[src/rtl/spi_reg_arbiter.sv]
// spi_reg_arbiter: 16x8 register bank shared by an SPI slave and a core port, with SPI priority
// Ports: clk, reset (async, active-low); spi_cs/spi_rx_valid/spi_rx_data in from the SPI shifter,
// spi_tx_data/spi_tx_load out to it; core_req/core_we/core_addr/core_wdata in,
// core_gnt/core_rdata/core_rvalid out; busy = SPI transaction in progress.
module spi_reg_arbiter (
  input  logic       clk,
  input  logic       reset,
  input  logic       spi_cs,
  input  logic       spi_rx_valid,
  input  logic [7:0] spi_rx_data,
  output logic [7:0] spi_tx_data,
  output logic       spi_tx_load,
  input  logic       core_req,
  input  logic       core_we,
  input  logic [6:0] core_addr,
  input  logic [7:0] core_wdata,
  output logic       core_gnt,
  output logic [7:0] core_rdata,
  output logic       core_rvalid,
  output logic       busy
);
  typedef enum logic [1:0] {IDLE, CMD, DATA_WR, DATA_RD} state_t;
  state_t state_q, state_d;
  logic cs_s1_q, cs_s2_q;
  logic [1:0] fill_q;
  logic armed_q, armed_d;
  logic [6:0] ptr_q, ptr_d;
  logic rd_pend_q, rd_pend_d, wr_pend_q, wr_pend_d;
  logic [7:0] wdata_q, wdata_d;
  logic [7:0] regs_q [16];
  logic [7:0] tx_data_q, rdata_q;
  logic tx_load_q, rvalid_q;
  logic cs_low, rx, spi_rd, spi_wr, we;
  logic [6:0] raddr, waddr;
  logic [7:0] rval, wval;
  assign cs_low = ~cs_s2_q;
  assign rx = spi_rx_valid & cs_low & (state_q != IDLE);
  // Pending SPI accesses die in the same cycle chip select is seen high
  assign spi_rd = rd_pend_q & cs_low;
  assign spi_wr = wr_pend_q & cs_low;
  assign core_gnt = reset & core_req & ~(spi_rd | spi_wr);
  assign raddr = spi_rd ? ptr_q : core_addr;
  assign rval = (raddr < 7'd16) ? regs_q[raddr[3:0]] : 8'h00;
  assign we = spi_wr | (core_gnt & core_we);
  assign waddr = spi_wr ? ptr_q : core_addr;
  assign wval = spi_wr ? wdata_q : core_wdata;
  assign spi_tx_data = tx_data_q;
  assign spi_tx_load = tx_load_q & cs_low;
  assign core_rdata = rdata_q;
  assign core_rvalid = rvalid_q;
  assign busy = (state_q != IDLE);
  always_comb begin
    state_d = state_q;
    ptr_d = spi_wr ? ptr_q + 7'd1 : ptr_q;
    rd_pend_d = 1'b0;
    wr_pend_d = 1'b0;
    wdata_d = wdata_q;
    // Arm only once a genuine deselect has travelled through the sync chain after reset
    armed_d = armed_q | (fill_q[1] & cs_s2_q);
    if (state_q != IDLE && !cs_low) state_d = IDLE;
    else case (state_q)
      IDLE: state_d = (armed_q & cs_low) ? CMD : IDLE;
      CMD: if (rx) begin
        state_d = spi_rx_data[7] ? DATA_WR : DATA_RD;
        ptr_d = spi_rx_data[6:0];
        rd_pend_d = ~spi_rx_data[7];
      end
      DATA_WR: if (rx) begin
        wr_pend_d = 1'b1;
        wdata_d = spi_rx_data;
      end
      default: if (rx) begin
        ptr_d = ptr_q + 7'd1;
        rd_pend_d = 1'b1;
      end
    endcase
  end
  always_ff @(posedge clk or negedge reset)
    if (!reset) begin
      state_q <= IDLE;
      cs_s1_q <= 1'b1;
      cs_s2_q <= 1'b1;
      fill_q <= 2'b00;
      armed_q <= 1'b0;
      ptr_q <= '0;
      rd_pend_q <= 1'b0;
      wr_pend_q <= 1'b0;
      wdata_q <= '0;
      tx_data_q <= '0;
      tx_load_q <= 1'b0;
      rdata_q <= '0;
      rvalid_q <= 1'b0;
    end else begin
      state_q <= state_d;
      cs_s1_q <= spi_cs;
      cs_s2_q <= cs_s1_q;
      fill_q <= {fill_q[0], 1'b1};
      armed_q <= armed_d;
      ptr_q <= ptr_d;
      rd_pend_q <= rd_pend_d;
      wr_pend_q <= wr_pend_d;
      wdata_q <= wdata_d;
      tx_data_q <= spi_rd ? rval : tx_data_q;
      tx_load_q <= spi_rd;
      rdata_q <= (core_gnt & ~core_we) ? rval : rdata_q;
      rvalid_q <= core_gnt & ~core_we;
    end
  always_ff @(posedge clk or negedge reset)
    if (!reset) for (int i = 0; i < 16; i++) regs_q[i] <= '0;
    else if (we && waddr < 7'd16) regs_q[waddr[3:0]] <= wval;
endmodule

[config.mk]
export PLATFORM = sky130hd
export DESIGN_NAME = spi_reg_arbiter
export DESIGN_NICKNAME = d
export VERILOG_FILES = /design/src/rtl/spi_reg_arbiter.sv
export SDC_FILE = /design/constraint.sdc
export NUM_CORES = 1
export LEC_CHECK = 0
export ABC_AREA = 1
export BUFFER_PORTS_ARGS = -buffer_cell sky130_fd_sc_hd__buf_2
export CORE_ASPECT_RATIO = 0.75
export CORE_MARGIN = 1
export CORE_UTILIZATION = 55
export CTS_CLUSTER_DIAMETER = 200
export DETAILED_ROUTE_END_ITERATION = 7
export PLACE_DENSITY_LB_ADDON = 0.2
export SLEW_MARGIN = 5
export SYNTH_ARGS = -nofsm -noshare
export SYNTH_HDL_FRONTEND = slang
export SYNTH_SLANG_ARGS = --single-unit
[constraint.sdc]
create_clock -name clk -period 2.2 [get_ports clk]
set_input_delay 0.22 -clock clk [delete_from_list [all_inputs] [get_ports clk]]
set_output_delay 0.22 -clock clk [all_outputs]
set_load 0.03 [all_outputs]
==> impl_table.tex <==
\begin{tabular}{lr}
\hline
Metric & Value \\
\hline
\multicolumn{2}{l}{\textbf{Power and ir drop}} \\
Combinational group share of total power & 19.6\% \\
Switching portion of total power & 31.4\% \\
Internal power consumption & 5740 uW \\
Total power per unit cell area & 881 nW/um\^{}2 \\
Switching component of the power & 2630 uW \\
Leakage power & 0.00466 uW \\
Worst voltage drop across the vdd grid & 0.000594 V \\
Clk pwr share & 35.7\% \\
Part of the total power dissipated in sequential elements & 44.7\% \\
Power consumption & 8370 uW \\
\multicolumn{2}{l}{\textbf{Clocking}} \\
Register clock-pin slew on the reported worst setup and hold paths & 0.07 ns \\
Clock insertion delay at the later pin of the skew report & 0.43 ns \\
Number of levels in the clock H-tree & 4 \\
Deepest clock path buffer count & 2 \\
Total CTS buffers & 17 \\
Clock root cell & clkbuf\_16 \\
CTS tree & yes \\
Clock sink count & 170 \\
\multicolumn{2}{l}{\textbf{Timing}} \\
Final number of hold-violating endpoints & 45 \\
Skew final & 0.00736 ns \\
Minimum period implied by the final worst setup slack & 2.08 ns \\
Max-Slew Margin vs Limit & 31.4\% \\
Number of slew-limit violations in the final report & 0 \\
Final-layout setup total negative slack & 0 ns \\
Total setup violations reported at the end of the flow & 0 \\
Final worst-path cycle share & 94.5\% \\
Unrepaired setup endpoints after global routing & yes \\
Hold Slack & -0.179 ns \\
Highest clock rate & 481 MHz \\
Slew at the pin closest to its max-slew limit & 1.03 ns \\
\multicolumn{2}{l}{\textbf{Floorplan}} \\
Die Ht & 109 um \\
CORE AREA & 14700 sq um \\
Chip width & 145 um \\
Overall die area & 15700 sq um \\
Site Rows & 38 \\
Initial core utilization & 57.1\% \\
Io pins & 49 \\
\multicolumn{2}{l}{\textbf{Drt}} \\
Initial detailed-routing violation count & 842 \\
Routed met2 length & 9.49 mm \\
Uppermost metal layer occupied by signal nets & met4 \\
First drt pass iteration count & 8 \\
Detailed-route wire length per cell & 17.8 um \\
Sum of routed wire length over all layers & 22.6 mm \\
Post-detailed-route DRC marker count & 12 \\
Wire length on met3 & 2.21 mm \\
Total number of vias & 7136 \\
Vias per inst & 5.62 \\
Metal-1 WL & 10.6 mm \\
Number of nets with antenna violations after detailed routing & 0 \\
\multicolumn{2}{l}{\textbf{Min path}} \\
Kind of path behind the tightest hold check & primary input to asynchronous set/reset pin \\
\multicolumn{2}{l}{\textbf{Cells and area}} \\
Highest-count cells in the layout ignoring fill and taps & nand2\_1, dfrtp\_1, nand3\_1 \\
Design area & 9500 sq um \\
Post-Route Utilization & 64.7\% \\
Fill cell count & 1215 \\
Final \#Nets & 1086 \\
Most common cell after layout, fill and taps aside & nand2\_1 \\
Layout cells sized above 1 & 17.2\% \\
Layout area overhead & 13.4\% \\
Number of diodes added for antenna fixing & 0 \\
\multicolumn{2}{l}{\textbf{Placed design}} \\
Quantity of I/O buffers inserted on ports & 48 \\
RePlAce Congestion & 0.858 \\
Post-detail-place hpwl & 14.4 mm \\
Cell area reported after detailed placement & 8860 sq um \\
\multicolumn{2}{l}{\textbf{Outcome}} \\
Outcome & finished with violations \\
Failing checks & DRC, hold timing \\
\multicolumn{2}{l}{\textbf{Synth}} \\
Synthesized net count & 1039 \\
Number of unique standard cell types used by synthesis & 37 \\
Area fraction of the dominant cell type after synthesis & 50.1\% \\
Share of async-settable or async-resettable flops after synthesis & 100\% \\
Average cell area after synthesis & 8.31 sq um \\
Post-synth design cell area & 8380 sq um \\
Sequential area share after synthesis & 50.8\% \\
Most common flop cell mapped by yosys & dfrtp\_1 \\
Count of flip-flops with a built-in enable after synthesis & 0 \\
Ys Warns & 0 \\
Post-synthesis cell type with the largest combined area & dfrtp\_1 \\
Synthesized instance count & 1009 \\
Most area-consuming cells after synthesis & dfrtp\_1, nand2\_1, nand3\_1 \\
\#FFs+latches synth & 170 \\
\multicolumn{2}{l}{\textbf{Global route}} \\
First-pass GRT wire length & 36.0 mm \\
Global Route Usage Sum & 30.9\% \\
Grt ovf & 0 \\
Largest net degree at the start of global routing & 171 \\
Vias in the first global route & 6555 \\
Antenna violations before repair & 0 \\
\multicolumn{2}{l}{\textbf{Critical path}} \\
Critical Path Max Stage Delay & 0.56 ns \\
Endpoint arrival time on the critical path & 2.39 ns \\
Cell chain of the critical path & inv\_4, nand2\_8, buf\_4, nand2\_1, o21ai\_2, nand2\_1, nor2\_1, nand2\_2, nand2\_1, o21ai\_1 \\
Sort of element at the start of the critical path & flip-flop \\
Req. time, crit path & 2.51 ns \\
Worst R2R Setup Slack & 0.12 ns \\
Critical path type & flip-flop to flip-flop \\
Crit end category & flip-flop \\
Worst path most repeated cell & nand2\_1 \\
Crit path max-delay cell type & dfstp\_2 \\
Top fanout value on the critical path & 16 \\
\multicolumn{2}{l}{\textbf{Flow run}} \\
\# Max-Cap Violations & 0 \\
\hline
\end{tabular}
-- timing repair --
| item | in CTS | in global routing |
|---|---|---|
| setup endpoints to repair | 0 | 87 |
| endpoints found under the hold margin | 2 | 0 |
| hold buffers | 2 | 0 |
| setup buffers | 0 | 1 |
| gates resized for setup | 0 | 6 |
-- cell families after synthesis --
group	Yosys count	synth area share, %
and+or+nand+nor	557	28.9
DFF	170	50.8
AOI/OAI and AO/OA	167	11.9
buffers and inverters	102	6.75
muxes	8	1.18
xor gates and xnor gates	3	0.313
adders and majority gates	1	0.149
other	1	0.0447
-- layer usage --
metal | vias up | GRT usage, %
met5 | - | 0
met4 | 0 | 8.20
met3 | 25 | 7.60
met2 | 300 | 44.0
met1 | 3407 | 46.7
li1 | 3404 | -
-- cell usage after synthesis, types with 2 or more instances --
cell type	count
nand2_1	350
dfrtp_1	168
nand3_1	155
o21ai_1	102
inv_1	43
o21ai_2	34
nor2_1	26
buf_2	21
o21ai_0	20
buf_6	16
clkbuf_1	10
nand2_2	10
nand2_4	10
o211ai_1	6
inv_2	5
mux2i_2	5
mux2i_1	3
a21oi_1	2
clkbuf_2	2
dfstp_2	2
nor2_2	2
xor2_1	2
-- area by class of cell --
| type | count | area, sq um | share of cell area, % |
|---|---|---|---|
| Sequential cell | 170 | 4260 | 44.8 |
| Clock buffer | 21 | 460 | 4.84 |
| Tap cell | 200 | 250 | 2.63 |
| Inverter | 50 | 190 | 2.00 |
| Clock inverter | 11 | 123 | 1.29 |
| Multi-Input combinational cell | 738 | 3600 | 37.9 |
| Timing Repair Buffer | 79 | 626 | 6.58 |
-- critical path, delay by kind of cell, from the launching register on --
kind | cells | cell delay [ns]
flip-flops | 1 | 0.56
buffers and inverters | 2 | 0.28
AND/OR/NAND/NOR | 6 | 0.89
AO/OA/AOI/OAI | 2 | 0.20
-- power by group through the flow --
stage	combinational, uW	clock (uW)	sequential, uW
after floorplan	914	0	3890
after global placement	1560	0	3780
after detailed placement	1590	0	3780
after CTS	1600	3020	3740
after global routing	1830	3150	3790
final	1640	2990	3740
-- path summary, 6_finish.rpt --
kind / to / startpoint / cells past startpoint
max: regs_q[77]$_DFFE_PN0P_ / cs_s2_q$_DFF_PN1_ / 10
min: wdata_q[4]$_DFFE_PN0P_ / reset / 2
max reg2reg: regs_q[77]$_DFFE_PN0P_ / cs_s2_q$_DFF_PN1_ / 10
min reg2reg: fill_q[1]$_DFF_PN0_ / fill_q[0]$_DFF_PN0_ / 0
max in group asynchronous: regs_q[126]$_DFFE_PN0P_ / reset / 2
min in group clk: wdata_q[0]$_DFFE_PN0P_ / spi_rx_data[0] / 3
-- state kept, by name, summed over array words and instances, names as in the netlist --
signal and count:
cs_s1_q 1, core_rvalid 1, regs_q 128, tx_load_q 1
wr_pend_q 1, spi_tx_data 8, fill_q 2, cs_s2_q 1
core_rdata 8, rd_pend_q 1, wdata_q 8, state_q 2
armed_q 1, ptr_q 7
-- stage by stage --
stage                     hold WS, ns  std cells  setup WS (ns)
final                          -0.179       1269          0.120
after global routing          0.00957       1269        -0.0254
after CTS                      0.0215       1267         0.0622
after detailed placement        0.333       1233          0.104
after global placement          0.328       1233          0.159
after floorplan               -0.0756       1009          0.342
Power figures use the tool's default switching activity.
